===== config.mk =====
export PLATFORM = sky130hd
export DESIGN_NAME = matmul_sequencer
export DESIGN_NICKNAME = d
export VERILOG_FILES = /design/src/rtl/matmul_sequencer.sv
export SDC_FILE = /design/constraint.sdc
export NUM_CORES = 1
export LEC_CHECK = 0
export ABC_AREA = 1
export BUFFER_PORTS_ARGS = -buffer_cell sky130_fd_sc_hd__buf_2
export CORE_UTILIZATION = 42
export DETAILED_ROUTE_END_ITERATION = 8
export PLACE_DENSITY = 0.78
export SLEW_MARGIN = 20
export SYNTH_ARGS = -nofsm -noshare
export SYNTH_HDL_FRONTEND = slang
export SYNTH_SLANG_ARGS = --single-unit

===== constraint.sdc =====
create_clock -name clock -period 2 [get_ports clock]
set_clock_uncertainty 0.05 [all_clocks]
set_input_delay 0.4 -clock clock [delete_from_list [all_inputs] [get_ports clock]]
set_output_delay 0.4 -clock clock [all_outputs]
set_load 0.02 [all_outputs]

===== src/rtl/matmul_sequencer.sv =====
// Address/control sequencer for C = A x B with row-major C order.
// Issues operand reads, accumulator strobes and handshaked C writes.
module matmul_sequencer #(
  parameter int AROWS    = 3,
  parameter int ACOLUMNS = 3,
  parameter int BCOLUMNS = 3,
  parameter int ADDR_W   = 16
) (
  input  logic              clock,
  input  logic              nreset,
  input  logic              start,
  input  logic              stall,
  output logic              busy,
  output logic              done,
  output logic              rd_en,
  output logic [ADDR_W-1:0] a_addr,
  output logic [ADDR_W-1:0] b_addr,
  output logic              acc_clr,
  output logic              acc_en,
  output logic              c_valid,
  input  logic              c_ready,
  output logic [ADDR_W-1:0] c_addr
);

  localparam int IW = $clog2(AROWS > 1 ? AROWS : 2);
  localparam int KW = $clog2(ACOLUMNS > 1 ? ACOLUMNS : 2);
  localparam int JW = $clog2(BCOLUMNS > 1 ? BCOLUMNS : 2);

  localparam logic [IW-1:0] I_LAST = IW'(AROWS - 1);
  localparam logic [KW-1:0] K_LAST = KW'(ACOLUMNS - 1);
  localparam logic [JW-1:0] J_LAST = JW'(BCOLUMNS - 1);

  localparam logic [ADDR_W-1:0] AC_A = ADDR_W'(ACOLUMNS);
  localparam logic [ADDR_W-1:0] BC_A = ADDR_W'(BCOLUMNS);

  typedef enum logic [2:0] {
    IDLE,
    READ,
    DRAIN,
    WRITE,
    DONE
  } state_t;

  state_t        state_q, state_d;
  logic [IW-1:0] i_q, i_d;
  logic [JW-1:0] j_q, j_d;
  logic [KW-1:0] k_q, k_d;
  logic          acc_en_q, acc_en_d;
  logic          acc_clr_q, acc_clr_d;

  always_comb begin
    state_d = state_q;
    i_d     = i_q;
    j_d     = j_q;
    k_d     = k_q;
    unique case (state_q)
      IDLE: begin
        if (start) begin
          state_d = READ;
          i_d     = '0;
          j_d     = '0;
          k_d     = '0;
        end
      end
      READ: begin
        if (!stall) begin
          if (k_q != K_LAST) k_d = k_q + KW'(1);
          else               state_d = DRAIN;
        end
      end
      DRAIN: state_d = WRITE;
      WRITE: begin
        if (c_ready) begin
          if (j_q != J_LAST) begin
            j_d     = j_q + JW'(1);
            k_d     = '0;
            state_d = READ;
          end else if (i_q != I_LAST) begin
            i_d     = i_q + IW'(1);
            j_d     = '0;
            k_d     = '0;
            state_d = READ;
          end else begin
            state_d = DONE;
          end
        end
      end
      DONE: begin
        state_d = IDLE;
        i_d     = '0;
        j_d     = '0;
        k_d     = '0;
      end
      default: state_d = IDLE;
    endcase
  end

  assign rd_en   = (state_q == READ) && !stall;
  assign busy    = (state_q != IDLE);
  assign c_valid = (state_q == WRITE);
  assign done    = (state_q == DONE);

  // Operand data returns one cycle after the read strobe.
  assign acc_en_d  = rd_en;
  assign acc_clr_d = rd_en && (k_q == '0);
  assign acc_en    = acc_en_q;
  assign acc_clr   = acc_clr_q;

  assign a_addr = ADDR_W'(i_q) * AC_A + ADDR_W'(k_q);
  assign b_addr = ADDR_W'(k_q) * BC_A + ADDR_W'(j_q);
  assign c_addr = ADDR_W'(i_q) * BC_A + ADDR_W'(j_q);

  always_ff @(posedge clock or negedge nreset) begin
    if (!nreset) begin
      state_q   <= IDLE;
      i_q       <= '0;
      j_q       <= '0;
      k_q       <= '0;
      acc_en_q  <= 1'b0;
      acc_clr_q <= 1'b0;
    end else begin
      state_q   <= state_d;
      i_q       <= i_d;
      j_q       <= j_d;
      k_q       <= k_d;
      acc_en_q  <= acc_en_d;
      acc_clr_q <= acc_clr_d;
    end
  end

endmodule


# Word-level counts from Yosys, hierarchy flattened
# Cells that the tools add are included.
# W data, S select, Z words.
[totals] reg_bits=11 output_inout_bits=54 in_bits=5
[op_classes] multipliers=2 add_sub_neg=6 mux=21 reduce_logical=12 eq_ne=15
[op_table] cell="$mux W2" count=11
[op_table] cell="$mux W3" count=6
[op_table] cell="$ne A2 B2 Y1 const B" count=8
[op_table] cell="$add A4 B2 Y5" count=3
[op_table] cell="$pmux W2 S3" count=2
[op_table] cell="$pmux W3 S4" count=1
[op_table] cell="$mul A2 B2 Y4 const B" count=2
[op_table] cell="$pmux W2 S4" count=1
[op_table] cell="$reduce_and A4 Y1" count=2
[op_table] cell="$add A2 B1 Y2 const B" count=3
[op_table] cell="$eq A3 B2 Y1 const B" count=2
[op_table] cell="$reduce_and A6 Y1" count=1
[op_table] cell="$reduce_bool A3 Y1" count=2
[op_table] cell="$reduce_and A5 Y1" count=1
[op_table] cell="$ne A2 B1 Y1 const B" count=2
[op_table] cell="$reduce_bool A4 Y1" count=1
[op_table] cell="$eq A3 B1 Y1 const B" count=1
[op_table] cell="$eq A3 B3 Y1 const B" count=1
[op_table] cell="$logic_not A3 Y1" count=1
[op_table] cell="$ne A3 B1 Y1 const B" count=1
[op_table] cell="$logic_and A1 B1 Y1" count=2
[op_table] cell="$logic_not A2 Y1" count=1
[op_table] cell="$logic_not A1 Y1" count=1

# Logic depth before layout (Yosys ltp)
[logic_depth] word_depth=5 ltp_mapped=8 depth_no_buf=8

# Worst setup path before layout
# Ideal clock, no wire load.
[synth_timing] path_kind="reg-to-output" start="register j_q[1]" end="output port b_addr[2]" stages_incl_launch_ff=4 n_path_buf=0 setup_slack_ns=-0.189 arrival_ns=1.739 required_ns=1.550 cell_sequence="dfrtp_1 -> fa_1 -> ha_1 -> fa_1"
[synth_between] elab_chain_len=1
[synth_rtl] element="from (decl)" line_no="46" text="logic [JW-1:0] j_q, j_d;"
[synth_rtl] element="from (signal assigned)" line_no="124" text="j_q <= j_d;"
[synth_rtl] element="$add A4 B2 Y5" line_no="110" text="assign b_addr = ADDR_W'(k_q) * BC_A + ADDR_W'(j_q);"
[synth_rtl] element="to (decl)" line_no="17" text="output logic [ADDR_W-1:0] b_addr,"
# No other way between the ends.

# Worst setup path in the final report
[layout_timing] start="register k_q[1]" end="output port b_addr[2]"
[layout_between] elab_chain_len=2
[layout_rtl] element="from (decl)" line_no="47" text="logic [KW-1:0] k_q, k_d;"
[layout_rtl] element="from (signal assigned)" line_no="125" text="k_q <= k_d;"
[layout_rtl] element="$mul A2 B2 Y4" line_no="110"
[layout_rtl] element="$add A4 B2 Y5" line_no="110"
# No other way between the ends.

==> Flow_metrics.wiki <==
{| class="wikitable"
! Metric !! Value
|-
| Outcome || finished, violations left
|-
| Failing checks || negative setup slack
|-
| Top_reg_cell synth || sky130_fd_sc_hd__dfrtp_1
|-
| Wire per inst || a little over 10 µm
|-
| Highest routing layer actually used || met4
|-
| Final global-route overflow total || 0
|-
| Ant. Diodes || 0
|-
| Buffer depth of the longest clock path || 2
|-
| Horizontal die dimension || 55.7 µm
|-
| Slowest cell on crit path || sky130_fd_sc_hd__fa_2
|-
| Peak supply drop || 817 µV
|-
| # rows || 19
|-
| Average cell area after synthesis || 7.91 µm²
|-
| Count of TritonRoute iterations in the first routing pass || 4
|-
| Final setup vio count || 11
|-
| Number of routed nets with antenna violations || 0
|-
| Detailed router's first-iteration violation count || 16
|-
| Starting density of the core || 0.443
|-
| CP cell instances || fa_1, ha_2, fa_2, buf_6
|-
| Synth Area in Adders || 0.180
|-
| Global router's overall resource usage || 0.162
|-
| Share of layout cells above drive strength 1 || 0.411
|-
| Synthesized cell area || 1210 µm²
|-
| Launching element type of the critical path || flip-flop
|-
| Parity-gate share of the synthesized area counting xor and xnor cells || 0.0290
|-
| Lkg Pwr || 0.827 nW
|-
| Crit path required time || around 1.6 ns
|-
| Vias in the first global route || around 840
|-
| Count of pins over their slew limit || 0
|-
| Fraction of the yosys area taken by sequential cells || 0.228
|-
| Post-synthesis to final-layout area growth || 28.9%
|-
| Synthesized instance count || 153
|-
| CP Class || flip-flop to primary output
|-
| Vias per cell || 4.21
|-
| Total number of yosys warnings || 0
|-
| Number of enable-type register cells in the synthesized netlist || 0
|-
| Kind of path behind the tightest hold check || primary input to flip-flop
|-
| DRC violation count after routing || 0
|-
| Distinct cell type count after synthesis || 26
|-
| CTS root buf || sky130_fd_sc_hd__clkbuf_4
|-
| Maximum number of pins on one net before global-route repair || 12
|-
| CTS clk-pin slew, worst paths || 0.07 ns
|-
| Post-placement worst setup slack || -0.194 ns
|-
| Compound-gate portion of the synthesized area || 0.0393
|-
| Total placed instance area || 1350 µm²
|-
| Post-synthesis mux area share || 0
|-
| Total half-perimeter wirelength after legalization and detailed placement || 1610 µm
|-
| Sum of routed wire segments on met1 || 945 µm
|-
| Post-layout total power || 0.00212 W
|-
| Cell accounting for the most synthesized area || sky130_fd_sc_hd__dfrtp_1
|-
| Clock latency at the later pin of the worst-skew pair || 0.28 ns
|-
| CTS tree || yes
|-
| Max cap viols || 0
|-
| Time the final worst path needs with I/O delays and setup || approximately 2.5 ns
|-
| Simple-gate portion of the synthesized area || 0.245
|-
| Endpoints failing hold || 0
|-
| Data arrival, critical path || 2.01 ns
|-
| Total power divided by cell area || around 1400 nW/µm²
|-
| Antenna violations before repair || 0
|-
| Clock sink count || 11
|-
| Final non-filler cell area || 1560 µm²
|-
| Most common library cells after synthesis || sky130_fd_sc_hd__buf_4 (34), sky130_fd_sc_hd__nand2_1 (24), sky130_fd_sc_hd__inv_1 (15), sky130_fd_sc_hd__dfrtp_1 (11), sky130_fd_sc_hd__ha_1 (11)
|-
| Largest family of logic cells by synthesized area || buffers and inverters
|-
| Area share of the leading cell type in the synthesized netlist || 0.228
|-
| Worst setup slack for register-to-register paths || between 0.4 and 0.5 ns
|-
| Wire length on met3 || 122 µm
|-
| Area enclosed by the die boundary || 3100 µm²
|-
| Ys async rst share || 1.00
|-
| Largest incremental delay on the critical path || 0.53 ns
|-
| DR WL met2 || 1180 µm
|-
| Fraction of the cycle the final worst path needs || 1.23
|-
| RSZ-0062 raised after global routing || true
|-
| First-pass GRT wire length || 3840 µm
|-
| TritonCTS buffer count || 3
|-
| Endpoint class of the critical path || primary output
|-
| Ranking of synthesized cells by area || sky130_fd_sc_hd__dfrtp_1 (23%), sky130_fd_sc_hd__buf_4 (21%), sky130_fd_sc_hd__ha_1 (11%)
|-
| Last weighted congestion value of the routability-driven placer || 0.860
|-
| Number of input and output port buffers inserted || 24
|-
| Register bit total from synthesis || 11
|-
| Final critical-path setup slack || -0.463 ns
|-
| Most common cell in the netlist || sky130_fd_sc_hd__buf_4
|-
| Die height || 55.7 µm
|-
| Depth of the CTS H-tree || 1
|-
| Total Wirelength || 2270 µm
|-
| Core region area || 2730 µm²
|-
| Final net count || 213
|-
| Io pins || 59
|-
| Largest driver fanout on the critical path || 2
|-
| Maximum clock rate || 406 MHz
|-
| Non-filler cells in the finished layout || about 220
|-
| Placed Instances || 214
|-
| Count of vias placed by the detailed router || 939
|}
-- metrics by stage --
step	hold slack [ns]	utilization	TNS [ns]
after floorplan	0.0544	-	-0.137
after global placement	0.231	0.494	-0.165
after detailed placement	0.231	0.494	-0.251
after CTS	0.263	0.551	-2.49
after global routing	0.263	0.570	-3.13
final	0.264	0.570	-2.31
-- cells by family (layout without fill, tap and decap cells) --
logic type                 count (synthesis)  after routing
buffers and inverters                     55             61
DFF                                       11             11
and+or+nand+nor                           58             58
other                                      1             34
AOI/OAI and AO/OA                          9              9
adders and majority gates                 15             15
xor gates and xnor gates                   4              4
-- worst max-delay path: cells and delay by family, from the launching register on --
kind | cells | cell delay [ns]
buffers and inverters | 1 | 0.11
flip-flops | 1 | 0.41
adder cells (fa/ha/maj) | 3 | 1.21
-- per-layer routing --
metal  global-route usage  up-vias
li1                     -      484
met1                0.190      416
met2                0.291       35
met3               0.0419        4
met4               0.0429        0
met5                    0        -
-- power breakdown --
group          internal (W)  switching [W]
logic              0.000657       0.000921
clock network     0.0000774      0.0000828
registers          0.000295      0.0000833
total               0.00103        0.00109
-- layout make-up --
type,instances,area [µm²]
Tap cell,31,38.8
Multi-Input combinational cell,120,851
Sequential cell,11,278
Clock buffer,4,26.3
Timing Repair Buffer,36,279
Fill cell,236,1170
Inverter,21,86.3
-- path summary, 6_finish.rpt --
| kind | start | endpoint | depth (start not counted) |
|---|---|---|---|
| max in group asynchronous | nreset | state_q[0] | 2 |
| min in group asynchronous | nreset | acc_en | 2 |
| worst min-delay path | stall | acc_clr | 2 |
| worst max-delay path | k_q[1] | b_addr[2] | 4 |
| worst max register to register | i_q[0] | j_q[0] | 10 |
| worst min register to register | state_q[0] | state_q[0] | 2 |
-- state kept, by name, indices dropped and copies added, names as in the netlist --
name     count
j_q          2
i_q          2
k_q          2
acc_en       1
state_q      3
acc_clr      1
-- placed cells by master (no fill, tap or decap), types with 2 or more instances in the layout --
cell type	count
sky130_fd_sc_hd__dfrtp_2	2
sky130_fd_sc_hd__xor2_2	3
sky130_fd_sc_hd__clkbuf_4	3
sky130_fd_sc_hd__buf_4	10
sky130_fd_sc_hd__nand2_1	24
sky130_fd_sc_hd__buf_2	14
sky130_fd_sc_hd__nand2_2	2
sky130_fd_sc_hd__nand3_1	9
sky130_fd_sc_hd__a21oi_1	2
sky130_fd_sc_hd__buf_6	11
sky130_fd_sc_hd__fa_2	3
sky130_fd_sc_hd__o21ai_1	4
sky130_fd_sc_hd__conb_1	34
sky130_fd_sc_hd__ha_4	5
sky130_fd_sc_hd__ha_1	5
sky130_fd_sc_hd__nor2_1	8
sky130_fd_sc_hd__nor2_2	6
sky130_fd_sc_hd__inv_2	8
sky130_fd_sc_hd__dfrtp_1	9
sky130_fd_sc_hd__inv_1	11
sky130_fd_sc_hd__a21oi_2	2
-- what timing repair did --
item	4_1_cts	5_1_grt
resized for setup	30	9
setup endpoints to repair	11	12
pin swaps	13	9
hold buffers	1	0
endpoints found under the hold margin	11	0
buffers inserted	1	3
(Power assumes the default switching activity.)
